File: config.mk
export PLATFORM = sky130hd
export DESIGN_NAME = dp_ram_arbiter
export DESIGN_NICKNAME = d
export VERILOG_FILES = /design/src/rtl/dp_ram_arbiter.sv
export SDC_FILE = /design/constraint.sdc
export NUM_CORES = 1
export LEC_CHECK = 0
export ABC_CLOCK_PERIOD_IN_PS = 2180
export CAP_MARGIN = 20
export CORE_AREA = 2 2 115 117
export DETAILED_ROUTE_END_ITERATION = 10
export DIE_AREA = 0 0 117 119
export PLACE_DENSITY = 0.59
export SLEW_MARGIN = 40
export SYNTH_ARGS = -nofsm -noshare
export SYNTH_HDL_FRONTEND = slang
export SYNTH_SLANG_ARGS = --single-unit
File: constraint.sdc
create_clock -name clock -period 2.18 [get_ports clock]
set_clock_uncertainty 0.05 [all_clocks]
set_input_delay 0.218 -clock clock [delete_from_list [all_inputs] [get_ports clock]]
set_output_delay 0.218 -clock clock [all_outputs]
set_load 0.01 [all_outputs]
File: src/rtl/dp_ram_arbiter.sv
`default_nettype none
// ============================================================================
// Module   : dp_ram_arbiter
// Purpose  : Two-client round-robin arbiter for a simple dual-port RAM with
//            2-cycle read latency; steers read data back via a tag pipeline.
// Revision : 1.0
// ============================================================================
module dp_ram_arbiter #(
    parameter int AW = 16,
    parameter int DW = 32
) (
    input  logic          clock,
    input  logic          rst,

    input  logic          c0_rd_req,
    input  logic [AW-1:0] c0_rd_addr,
    output logic          c0_rd_gnt,
    output logic          c0_rd_valid,
    output logic [DW-1:0] c0_rd_data,
    input  logic          c0_wr_req,
    input  logic [AW-1:0] c0_wr_addr,
    input  logic [DW-1:0] c0_wr_data,
    output logic          c0_wr_gnt,

    input  logic          c1_rd_req,
    input  logic [AW-1:0] c1_rd_addr,
    output logic          c1_rd_gnt,
    output logic          c1_rd_valid,
    output logic [DW-1:0] c1_rd_data,
    input  logic          c1_wr_req,
    input  logic [AW-1:0] c1_wr_addr,
    input  logic [DW-1:0] c1_wr_data,
    output logic          c1_wr_gnt,

    output logic [AW-1:0] ram_rdaddress,
    output logic [AW-1:0] ram_wraddress,
    output logic [DW-1:0] ram_data,
    output logic          ram_wren,
    input  logic [DW-1:0] ram_q
);

    // Winner id: the lone requester, or the client other than the last winner.
    function automatic logic rr_pick(input logic [1:0] req, input logic last);
        return (req == 2'b11) ? ~last : req[1];
    endfunction

    logic       r_rd_last;
    logic       r_wr_last;
    logic       r_tag0_valid;
    logic       r_tag0_id;
    logic       r_tag1_valid;
    logic       r_tag1_id;

    logic [1:0] w_rd_req;
    logic [1:0] w_wr_req;
    logic       w_rd_any;
    logic       w_wr_any;
    logic       w_rd_win;
    logic       w_wr_win;

    assign w_rd_req = {c1_rd_req, c0_rd_req};
    assign w_wr_req = {c1_wr_req, c0_wr_req};

    // Grants are suppressed while in reset so nothing reaches the RAM.
    assign w_rd_any = (|w_rd_req) & ~rst;
    assign w_wr_any = (|w_wr_req) & ~rst;
    assign w_rd_win = rr_pick(w_rd_req, r_rd_last);
    assign w_wr_win = rr_pick(w_wr_req, r_wr_last);

    assign c0_rd_gnt = w_rd_any & ~w_rd_win;
    assign c1_rd_gnt = w_rd_any &  w_rd_win;
    assign c0_wr_gnt = w_wr_any & ~w_wr_win;
    assign c1_wr_gnt = w_wr_any &  w_wr_win;

    assign ram_rdaddress = w_rd_any ? (w_rd_win ? c1_rd_addr : c0_rd_addr) : '0;
    assign ram_wraddress = w_wr_any ? (w_wr_win ? c1_wr_addr : c0_wr_addr) : '0;
    assign ram_data      = w_wr_any ? (w_wr_win ? c1_wr_data : c0_wr_data) : '0;
    assign ram_wren      = w_wr_any;

    always_ff @(posedge clock) begin
        if (rst) begin
            r_rd_last    <= 1'b1;
            r_wr_last    <= 1'b1;
            r_tag0_valid <= 1'b0;
            r_tag0_id    <= 1'b0;
            r_tag1_valid <= 1'b0;
            r_tag1_id    <= 1'b0;
        end else begin
            if (w_rd_any) begin
                r_rd_last <= w_rd_win;
            end
            if (w_wr_any) begin
                r_wr_last <= w_wr_win;
            end
            r_tag0_valid <= w_rd_any;
            r_tag0_id    <= w_rd_win;
            r_tag1_valid <= r_tag0_valid;
            r_tag1_id    <= r_tag0_id;
        end
    end

    // Tag stage 1 lines up with the RAM's registered output.
    assign c0_rd_valid = r_tag1_valid & ~r_tag1_id;
    assign c1_rd_valid = r_tag1_valid &  r_tag1_id;
    assign c0_rd_data  = ram_q;
    assign c1_rd_data  = ram_q;

endmodule
`default_nettype wire

Word-level counts from Yosys, hierarchy flattened
Cells that the tools add are included.
{"block": "word_totals", "input_bits": 166, "register_bits": 6}
{"block": "classes", "mux": 8, "n_eq_ne": 2, "bitwise_logic": 14, "reduce_logical": 2}
{"operator": "16-bit two-way mux", "count": 4}
{"operator": "32-bit two-way mux", "count": 2}
{"operator": "1-bit AND", "count": 8}
{"operator": "1-bit NOT", "count": 6}
{"operator": "2-bit == test, second input constant", "count": 2}
{"operator": "2-bit OR reduction", "count": 2}
{"operator": "1-bit two-way mux", "count": 2}

Longest topological paths before layout
Gate-level depths: netlist of run 1.
{"block": "depth", "word_depth": 4, "mapped_depth": 6, "ltp_nobuf": 3}

Least setup slack after synthesis of run 1
No wires, ideal clock.
{"block": "synth_path", "kind": "reg-to-output", "from": "reg r_wr_last", "to": "out ram_data[21]", "path_slack_ps": 846, "required_time_ps": 1912, "arrival_ps": 1066, "stages_incl_launch_ff": 5, "path_cell_list": "dfxtp_1 nand2b_4 clkbuf_1 a32oi_1 nor2_1"}
{"block": "synth_via", "elab_chain_len": 4}
{"item": "start: declaration", "line_no": "48", "text": "logic r_wr_last;"}
{"item": "start signal: assignment", "line_no": "93", "text": "r_wr_last <= w_wr_win;"}
{"item": "1-bit NOT", "line_no": "44", "text": "return (req == 2'b11) ? ~last : req[1];"}
{"item": "1-bit two-way mux", "line_no": "44"}
{"item": "32-bit two-way mux (2 in series)", "line_no": "77", "text": "assign ram_data = w_wr_any ? (w_wr_win ? c1_wr_data : c0_wr_data) : '0;"}
{"item": "end: declaration", "line_no": "37", "text": "output logic [DW-1:0] ram_data,"}
No other way between the ends.

Final worst setup path of run 1
{"block": "layout_path", "from": "in c0_rd_req", "to": "out ram_rdaddress[11]"}
{"block": "layout_via", "elab_chain_len": 4}
{"item": "start: declaration", "line_no": "15", "text": "input logic c0_rd_req,"}
{"item": "2-bit == test", "line_no": "44"}
{"item": "1-bit two-way mux", "line_no": "44"}
{"item": "16-bit two-way mux", "line_no": "75", "text": "assign ram_rdaddress = w_rd_any ? (w_rd_win ? c1_rd_addr : c0_rd_addr) : '0;"}
{"item": "16-bit two-way mux *", "line_no": "75"}
{"item": "end: declaration", "line_no": "35", "text": "output logic [AW-1:0] ram_rdaddress,"}
Mark *: on every way between the ends. The rest lies on a longest branch, timed or not.

==> results of run 1 <==
-- where the power goes --
part / leakage [nW] / switching [mW] / internal (mW)
logic: 2.00 / 0.269 / 0.439
clock network: 0.0370 / 0.0588 / 0.235
registers: 0.0498 / 0.00473 / 0.117
-- registers in the layout, summed over array words and instances (netlist names) --
| name | count |
|---|---|
| r_rd_last | 1 |
| r_tag0_id | 1 |
| r_tag0_valid | 1 |
| r_tag1_id | 1 |
| r_tag1_valid | 1 |
| r_wr_last | 1 |
-- through the flow --
| stage | setup WS [ns] | hold slack (ns) |
|---|---|---|
| after floorplan | 0.8465 | 0.2887 |
| after global placement | -0.02371 | 0.3667 |
| after detailed placement | -0.02915 | 0.3810 |
| after CTS | 0.004082 | 0.3861 |
| after global routing | 0.07084 | 0.3329 |
| final | 0.1121 | 0.2825 |
-- final timing paths --
| path | start | endpoint | cells past startpoint |
|---|---|---|---|
| max | c0_rd_req | ram_rdaddress[11] | 5 |
| min | c1_rd_req | r_tag0_valid | 3 |
| max reg2reg | r_rd_last | r_tag0_id | 2 |
| min reg2reg | r_tag0_valid | r_tag1_valid | 1 |
-- what timing repair did --
action                                  in CTS  in global routing
gates cloned                                 0                  1
gates resized for setup                      6                 52
endpoints found under the setup margin       5                 58
setup buffers                                0                  1
hold buffers                                 0                  0
-- layer usage --
metal | wire length, um | share of wire, %
met5 | 0 | 0
met4 | 221 | 2.5
met3 | 882 | 10
met2 | 4502 | 51
met1 | 3136 | 36
-- final cells by class --
class                   instances  area share (%)
repair buffers                219           63.29
multi-input cells             153           25.76
well taps                     176           5.805
flip-flops and latches          6           3.166
clock buffers                   3           1.979
-- worst max-delay path, delay by kind of cell --
family | cells | cell delay (ns)
buffers and inverters | 3 | 1.34
AND/OR/NAND/NOR | 1 | 0.12
AO/OA/AOI/OAI | 1 | 0.12
-- layout by cell type (no fill, tap or decap), drive strengths merged --
cell | synthesis | final
dlymetal6s2s | 0 | 52
a32oi | 64 | 64
nor2 | 70 | 70
clkdlybuf4s50 | 0 | 147
a21boi | 2 | 2
dfxtp | 6 | 6
buf | 79 | 16
nor2b | 6 | 6
dlygate4sd2 | 0 | 3
o21ai | 2 | 2
and2 | 1 | 1
nand2 | 4 | 4
nand2b | 4 | 4
clkbuf | 14 | 4
-- cell families after synthesis --
family	synth area share, %
buffers and inverters	36.95
flip-flops	7.096
AO/OA/AOI/OAI	35.03
AND/OR/NAND/NOR	20.92
==> results.json, run 1 <==
{
  "seq_area_sq_um": 120.1,
  "vias": 2451,
  "syn_inst": 252,
  "criticalPathCategory": "in2out",
  "grt_pass1_vias": 2368,
  "synth_top_area_share_pct": 33.11,
  "dieHeight_um": 119,
  "final.setup.tns_ns": 0,
  "utilization_pct": 29.47,
  "antenna_found_initial": 0,
  "peakVddDrop_mv": 0.1554,
  "layout_min_cycle_time_ns": 2.068,
  "use_met1_pct": 9.400,
  "drv_cap": 0,
  "multi_input_area_sq_um": 977.2,
  "cpMostUsedCell": "clkdlybuf4s50_1",
  "clk_pin_slew_ns": 0.03,
  "drt_iter0_markers": 64,
  "yosysSeqAreaShare_pct": 7.095,
  "synthTopCellsByArea": "a32oi_1 33%, buf_4 30%, nor2_1 16%",
  "gp_congestion": 0.7344,
  "slew_violations": 0,
  "synth-seq-cells": 6,
  "power-per-cell-area_mw_per_mm2": 296.1,
  "clock_latency_ns": 0.23,
  "path_cells": "clkdlybuf4s50_1 -> buf_4 -> a32oi_1 -> nor2_1 -> clkdlybuf4s50_1",
  "placed_cells": 552,
  "met3_usage_pct": 2.545,
  "hold_violations": 0,
  "yosys_warnings": 0,
  "status": "complete, no violations",
  "p_leak_nw": 2.082,
  "critical_path_arrival_ns": 1.80,
  "postRouteAntennaNets": 0,
  "port_buffers": 204,
  "fp.dieW_um": 117,
  "pin_count": 301,
  "synth_top_area_cell": "a32oi_1",
  "wl_mm": 8.743,
  "cts_max_path_buffers": 2,
  "rsz0062_at_grt": "false",
  "cp-start-kind": "input pin",
  "worstHoldPathType": "in2reg",
  "synth-edff-count": 0,
  "num_rows": 42,
  "stdcell_count": 557,
  "htree_levels": 1,
  "synthArstFlopShare_pct": 0,
  "cts_sinks": 6,
  "core_sq_mm": 0.01287,
  "dpl.hpwl_mm": 6.766,
  "met2_usage_pct": 20.56,
  "synth_area_sq_mm": 0.001693,
  "tightest_slew_ns": 0.4259,
  "clock_tree.root_cell": "clkbuf_16",
  "die_area_sq_mm": 0.01392,
  "yosysMostFrequentCell": "nor2_1",
  "syn-num-nets": 418,
  "fill_cells": 1372,
  "wl_per_cell_um": 15.70,
  "rrSetupSlack_ns": 1.37,
  "fmax_ghz": 0.4836,
  "synth_common_cells": "70 x nor2_1, 67 x buf_4, 64 x a32oi_1",
  "drive_gt1_share_pct": 6.562,
  "grt_use_total_pct": 10.25,
  "crit_path_max_fanout": 19,
  "setup_viol": 0,
  "synth_cell_type_count": 15,
  "initial_core_util_pct": 13.15,
  "firstDrtPassIters": 4,
  "power_mw": 1.123,
  "placed_cell_area_sq_mm": 0.003525,
  "period_share_pct": 94.86,
  "slowest_delay_ns": 0.55,
  "crit_path_end_kind": "primary output",
  "grt_max_degree": 30,
  "syn_avg_cell_area_sq_um": 6.718,
  "cts_tree": "yes",
  "drc": 0,
  "synth-main-ff-cell": "dfxtp_1",
  "grt_pass1_wl_mm": 11.36,
  "nets": 549,
  "numCtsBuffers": 3,
  "syn_to_final_growth_pct": 124.1,
  "num_antenna_cells": 0,
  "postLayoutCellArea_sq_mm": 0.003794,
  "critPathSlowestCell": "clkdlybuf4s50_1",
  "grt-busiest-layer": "met2",
  "relSlewSlack_pct": 71.61,
  "grt_overflow": 0,
  "viasPerCell": 4.400,
  "required_ns": 1.91
}
Power figures use the tool's default switching activity.
==> inputs of run 2 (changes only) <==
--- a/config.mk
+++ b/config.mk
@@ -6,7 +6,6 @@
 export NUM_CORES = 1
 export LEC_CHECK = 0
 export ABC_CLOCK_PERIOD_IN_PS = 2180
-export CAP_MARGIN = 20
 export CORE_AREA = 2 2 115 117
 export DETAILED_ROUTE_END_ITERATION = 10
 export DIE_AREA = 0 0 117 119
==> results of run 2 <==
Final layout, timing and power as in run 1 (identical DEF).
==> inputs of run 3 (changes only) <==
--- a/config.mk
+++ b/config.mk
@@ -5,8 +5,10 @@
 export SDC_FILE = /design/constraint.sdc
 export NUM_CORES = 1
 export LEC_CHECK = 0
+export ABC_AREA = 0
 export ABC_CLOCK_PERIOD_IN_PS = 2180
 export CORE_AREA = 2 2 115 117
+export CTS_CLUSTER_SIZE = 10
 export DETAILED_ROUTE_END_ITERATION = 10
 export DIE_AREA = 0 0 117 119
 export PLACE_DENSITY = 0.59
==> results of run 3 <==
Final layout, timing and power as in run 1 (identical DEF).
